`src/rtl/mul_pipe_if.sv`:
```
// mul_pipe_if: request/result handshake bundle for mul_pipe; acc fields exist only with MUL_PIPE_ACC_EN
interface mul_pipe_if #(parameter int DATA_W = 32, parameter int TAG_W = 8);
  logic              in_valid;
  logic              in_ready;
  logic [DATA_W-1:0] in_a;
  logic [DATA_W-1:0] in_b;
  logic              in_signed;
  logic [TAG_W-1:0]  in_tag;
`ifdef MUL_PIPE_ACC_EN
  logic [1:0]        in_acc_op;
  logic [DATA_W-1:0] in_acc_hi;
  logic [DATA_W-1:0] in_acc_lo;
`endif
  logic              out_valid;
  logic              out_ready;
  logic [DATA_W-1:0] out_hi;
  logic [DATA_W-1:0] out_lo;
  logic [TAG_W-1:0]  out_tag;
  modport master (
`ifdef MUL_PIPE_ACC_EN
    output in_acc_op, in_acc_hi, in_acc_lo,
`endif
    output in_valid, in_a, in_b, in_signed, in_tag, out_ready,
    input  in_ready, out_valid, out_hi, out_lo, out_tag
  );
  modport slave (
`ifdef MUL_PIPE_ACC_EN
    input  in_acc_op, in_acc_hi, in_acc_lo,
`endif
    input  in_valid, in_a, in_b, in_signed, in_tag, out_ready,
    output in_ready, out_valid, out_hi, out_lo, out_tag
  );
endinterface

```
`src/rtl/mul_pipe.sv`:
```
// mul_pipe: fully pipelined signed/unsigned multiplier with tag sideband and global stall/flush.
// MUL_PIPE_ACC_EN adds a trailing MADD/MSUB stage (latency STAGES+1).
module mul_pipe #(
  parameter int DATA_W = 32,
  parameter int STAGES = 5,
  parameter int TAG_W  = 8
) (
  input  logic         clk,
  input  logic         reset,
  input  logic         flush_i,
  output logic         busy_o,
  mul_pipe_if.slave    bus
);
  localparam int P = 2 * DATA_W;
  logic              adv, take;
  logic [P-1:0]      a_x, b_x, prod;
  logic [STAGES-1:0] v_q, v_d;
  logic [P-1:0]      p_q [STAGES];
  logic [P-1:0]      p_d [STAGES];
  logic [TAG_W-1:0]  t_q [STAGES];
  logic [TAG_W-1:0]  t_d [STAGES];
  assign adv          = ~bus.out_valid | bus.out_ready;
  assign bus.in_ready = adv & ~flush_i;
  assign take         = bus.in_valid & bus.in_ready;
  // extending to the full product width yields the same low 2*DATA_W bits as the DATA_W+1 signed product
  assign a_x  = {{DATA_W{bus.in_signed & bus.in_a[DATA_W-1]}}, bus.in_a};
  assign b_x  = {{DATA_W{bus.in_signed & bus.in_b[DATA_W-1]}}, bus.in_b};
  assign prod = a_x * b_x;
`ifdef MUL_PIPE_ACC_EN
  logic [1:0]       o_q [STAGES];
  logic [1:0]       o_d [STAGES];
  logic [P-1:0]     c_q [STAGES];
  logic [P-1:0]     c_d [STAGES];
  logic             ov_q;
  logic [P-1:0]     r_q;
  logic [TAG_W-1:0] rt_q;
  always_comb begin
    o_d[0] = bus.in_acc_op;
    c_d[0] = {bus.in_acc_hi, bus.in_acc_lo};
    for (int i = 1; i < STAGES; i++) begin
      o_d[i] = o_q[i-1];
      c_d[i] = c_q[i-1];
    end
  end
  always_ff @(posedge clk)
    if (reset) begin
      o_q <= '{default: '0};
      c_q <= '{default: '0};
    end else if (!flush_i && adv) begin
      o_q <= o_d;
      c_q <= c_d;
    end
  always_ff @(posedge clk)
    if (reset) begin
      ov_q <= 1'b0;
      r_q  <= '0;
      rt_q <= '0;
    end else if (flush_i) begin
      ov_q <= 1'b0;
    end else if (adv) begin
      ov_q <= v_q[STAGES-1];
      r_q  <= o_q[STAGES-1] == 2'b01 ? c_q[STAGES-1] + p_q[STAGES-1] :
              o_q[STAGES-1] == 2'b10 ? c_q[STAGES-1] - p_q[STAGES-1] : p_q[STAGES-1];
      rt_q <= t_q[STAGES-1];
    end
  assign bus.out_valid           = ov_q;
  assign {bus.out_hi, bus.out_lo} = r_q;
  assign bus.out_tag             = rt_q;
  assign busy_o                  = |v_q | ov_q;
`else
  assign bus.out_valid           = v_q[STAGES-1];
  assign {bus.out_hi, bus.out_lo} = p_q[STAGES-1];
  assign bus.out_tag             = t_q[STAGES-1];
  assign busy_o                  = |v_q;
`endif
  always_comb begin
    v_d[0] = take;
    p_d[0] = prod;
    t_d[0] = bus.in_tag;
    for (int i = 1; i < STAGES; i++) begin
      v_d[i] = v_q[i-1];
      p_d[i] = p_q[i-1];
      t_d[i] = t_q[i-1];
    end
  end
  always_ff @(posedge clk)
    if (reset) begin
      v_q <= '0;
      p_q <= '{default: '0};
      t_q <= '{default: '0};
    end else if (flush_i) begin
      v_q <= '0;
    end else if (adv) begin
      v_q <= v_d;
      p_q <= p_d;
      t_q <= t_d;
    end
endmodule

```
`src/flat_wrapper.sv`:
```
// flat-port wrapper written by rule: the top's interface ports become plain ports
module mul_pipe_flat 
#(
  parameter int DATA_W = 32,
  parameter int STAGES = 5,
  parameter int TAG_W  = 8
)
  (clk, reset, flush_i, busy_o, bus_in_valid, bus_in_a, bus_in_b, bus_in_signed, bus_in_tag, bus_out_ready, bus_in_ready, bus_out_valid, bus_out_hi, bus_out_lo, bus_out_tag);
  mul_pipe_if #(.DATA_W(DATA_W), .TAG_W(TAG_W)) bus_i ();
  input  logic clk;
  input  logic reset;
  input  logic flush_i;
  output logic busy_o;
  input wire logic [$bits(bus_i.in_valid)-1:0] bus_in_valid;
  input wire logic [$bits(bus_i.in_a)-1:0] bus_in_a;
  input wire logic [$bits(bus_i.in_b)-1:0] bus_in_b;
  input wire logic [$bits(bus_i.in_signed)-1:0] bus_in_signed;
  input wire logic [$bits(bus_i.in_tag)-1:0] bus_in_tag;
  input wire logic [$bits(bus_i.out_ready)-1:0] bus_out_ready;
  output wire logic [$bits(bus_i.in_ready)-1:0] bus_in_ready;
  output wire logic [$bits(bus_i.out_valid)-1:0] bus_out_valid;
  output wire logic [$bits(bus_i.out_hi)-1:0] bus_out_hi;
  output wire logic [$bits(bus_i.out_lo)-1:0] bus_out_lo;
  output wire logic [$bits(bus_i.out_tag)-1:0] bus_out_tag;
  assign bus_i.in_valid = bus_in_valid;
  assign bus_i.in_a = bus_in_a;
  assign bus_i.in_b = bus_in_b;
  assign bus_i.in_signed = bus_in_signed;
  assign bus_i.in_tag = bus_in_tag;
  assign bus_i.out_ready = bus_out_ready;
  assign bus_in_ready = bus_i.in_ready;
  assign bus_out_valid = bus_i.out_valid;
  assign bus_out_hi = bus_i.out_hi;
  assign bus_out_lo = bus_i.out_lo;
  assign bus_out_tag = bus_i.out_tag;
  mul_pipe #(.DATA_W(DATA_W), .STAGES(STAGES), .TAG_W(TAG_W)) u_core (.clk(clk), .reset(reset), .flush_i(flush_i), .busy_o(busy_o), .bus(bus_i));
endmodule
```
`config.mk`:
```
export PLATFORM = sky130hd
export DESIGN_NAME = mul_pipe_flat
export DESIGN_NICKNAME = d
export VERILOG_FILES = /design/src/rtl/mul_pipe_if.sv /design/src/rtl/mul_pipe.sv /design/src/flat_wrapper.sv
export SDC_FILE = /design/constraint.sdc
export NUM_CORES = 2
export LEC_CHECK = 0
export ABC_CLOCK_PERIOD_IN_PS = 17100
export CORE_MARGIN = 2
export CORE_UTILIZATION = 65
export CTS_CLUSTER_SIZE = 10
export DETAILED_ROUTE_END_ITERATION = 8
export MAX_ROUTING_LAYER = met4
export PLACE_DENSITY_LB_ADDON = 0.1
export SYNTH_ARGS = -nofsm -noshare
export SYNTH_HDL_FRONTEND = slang
export SYNTH_SLANG_ARGS = --single-unit
```
`constraint.sdc`:
```
create_clock -name clk -period 17.1 [get_ports clk]
set_clock_uncertainty 0.15 [all_clocks]
set_input_delay 4.275 -clock clk [delete_from_list [all_inputs] [get_ports clk]]
set_output_delay 4.275 -clock clk [all_outputs]
set_load 0.005 [all_outputs]
```
==> impl_metrics.env <==
export IMPL_status="complete, no violations"
export IMPL_critical_path_slowest_cell="fa_1"
export IMPL_portBuffers=152
export IMPL_drc=0
export IMPL_initialDrtViolationCount=2926
export IMPL_synth_top_area_frac=0.450
export IMPL_core_area_um2=76100
export IMPL_ys_seq_area_frac=0.146
export IMPL_via_count=37367
export IMPL_async_flop_share=0
export IMPL_ctsResizeCount=0
export IMPL_worst_path_most_repeated_cell="fa_1"
export IMPL_crit_type="input port to flip-flop"
export IMPL_place_detailed_hpwl_um=97800
export IMPL_detail_route_antenna_nets=0
export IMPL_grt_pass1_vias=39440
export IMPL_maxCapViolCount=0
export IMPL_grt_first_pass_wirelength_um=211000
export IMPL_antenna_found_initial=4
export IMPL_viasPerCell=5.62
export IMPL_gr_total_overflow=0
export IMPL_drv_slew=0
export IMPL_worstPathArrival_ps=13940
export IMPL_hold_viol=0
export IMPL_tns_ps=0
export IMPL_synth_area_per_cell_um2=8.79
export IMPL_cp_start_kind="input port"
export IMPL_drive_gt1_frac=0.0263
export IMPL_clockRootBuffer="clkbuf_16"
export IMPL_cp_required_ps=17390
export IMPL_synth_nets=7113
export IMPL_clk_latency_ps=550
export IMPL_gp_congestion=0.957
export IMPL_yosysMostFrequentCell="nand2_1"
export IMPL_hold_class="flip-flop to flip-flop"
export IMPL_htreeDepth=2
export IMPL_rsz0062_at_grt="no"
export IMPL_die_y_um=282
export IMPL_area_growth_pct=6.09
export IMPL_synth_area_um2=50100
export IMPL_clkSinkCount=365
export IMPL_finalNetCount=7026
export IMPL_synth_area_top_cells="fa_1, dfxtp_1, nand2_1"
export IMPL_pre_cts_slack_ps=2830
export IMPL_post_route_period_util=0.798
export IMPL_critPathMaxFanout=50
export IMPL_ys_types=63
export IMPL_cts_setup_buffers=0
export IMPL_start_util=0.658
export IMPL_tritoncts="yes"
export IMPL_synth_seq_cells=365
export IMPL_synth_edf_count=0
export IMPL_synth_top_cell_by_area="fa_1"
export IMPL_wire_per_inst_um=19.5
export IMPL_wl_um=130000
export IMPL_die_area_um2=79300
export IMPL_max_stage_delay_ps=1060
export IMPL_syn_inst=5698
export IMPL_clock_path_buffers=3
export IMPL_synth_main_ff_cell="dfxtp_1"
export IMPL_cts_buffers_inserted=43
export IMPL_setup_violations=0
export IMPL_cts_hold_buf=0
export IMPL_rows=101
export IMPL_tightestPinTransition_ps=1070
export IMPL_grt_max_degree=217
export IMPL_period_minus_slack_ps=13650
export IMPL_setup_worst_path_end_class="flip-flop"
export IMPL_ys_top_cells_by_count="nand2_1, fa_1, inv_1"
export IMPL_grt_use_total=0.355
export IMPL_max_slew_margin=0.288
export IMPL_clk_pin_slew_ps=50
export IMPL_fin_ws_ps=3450
export IMPL_ios=153
export IMPL_fmax_ghz=0.0733
export IMPL_hold_ws_ps=295
export IMPL_firstDrtPassIters=7
export IMPL_die_w_um=282
export IMPL_yosysWarnings=0
[cell families (layout without fill, tap and decap cells)]
logic type,Yosys count,after routing,share of synthesized area
other cells,0,4,0
mux,6,6,0.00120
xor+xnor,66,66,0.0115
fa+ha+maj,1337,1337,0.503
simple gates,1939,1939,0.169
buf+inv,1428,1348,0.107
compound gates,557,557,0.0629
flops,365,365,0.146
[layout make-up]
type                       count  area, um^2
multi-input combinational   3905       37400
fill                        6212       22900
sequential                   365        7310
inverter                    1095        4120
timing repair buffer         201        1760
tap                         1030        1290
clock buffer                  47        1120
clock inverter                 5         111
antenna                        4        10.0
[sequential cells by signal, indices dropped and copies added (netlist names)]
register            count
u_core.bus.out_hi      32
u_core.bus.out_lo      32
u_core.bus.out_tag      8
u_core.p_d            256
u_core.t_d             32
u_core.v_q              5
[layout by cell type, fill, tap and decap left out, types with 11 or more instances in the layout]
| master | n |
|---|---|
| dfxtp_1 | 365 |
| clkbuf_16 | 44 |
| a211oi_1 | 14 |
| nand3_1 | 13 |
| clkdlybuf4s50_1 | 121 |
| ha_1 | 212 |
| a21oi_1 | 406 |
| and3_1 | 30 |
| nor3_1 | 22 |
| nand2_1 | 1400 |
| xnor2_1 | 53 |
| buf_4 | 48 |
| buf_2 | 30 |
| xor2_1 | 13 |
| o21ai_0 | 29 |
| nor2_1 | 64 |
| o21bai_1 | 11 |
| inv_1 | 1094 |
| o21a_1 | 14 |
| fa_1 | 1125 |
| a21o_1 | 27 |
| and2_1 | 360 |
[path summary, 6_finish.rpt]
check	from	to	slack (ps)	depth (start not counted)
setup reg to reg	u_core.v_q[4]	u_core.t_d[17]	13500	6
hold / removal	u_core.p_d[147]	u_core.p_d[83]	290	2
setup / recovery	bus_in_a[31]	u_core.p_d[254]	3450	28
hold reg to reg	u_core.p_d[147]	u_core.p_d[83]	290	2
[critical path, delay by kind of cell]
family / cells / cell delay, ps
AO/OA/AOI/OAI: 5 / 1430
buffers and inverters: 7 / 1660
XOR/XNOR: 1 / 160
adder cells (fa/ha/maj): 9 / 5080
AND/OR/NAND/NOR: 6 / 1300
[metrics by stage]
step                      instance area (um^2)  instances   util
after CTS                                53100       6648  0.698
after detailed placement                 51900       6596  0.682
after global placement                   51900       6596  0.682
after global routing                     53100       6650  0.698
after floorplan                          50100       5698      -
final                                    53100       6652  0.698
[metal layers]
metal  up-vias  global-route usage  wire, um
li1      16546                   -         -
met1     18829               0.464     51200
met2      1685               0.558     60600
met3       307              0.0853     13800
met4         0               0.100      4180
met5         -                   -         0
Power is not shown: default switching activity piles up to over one toggle a cycle in this logic, so the estimate is an artifact.
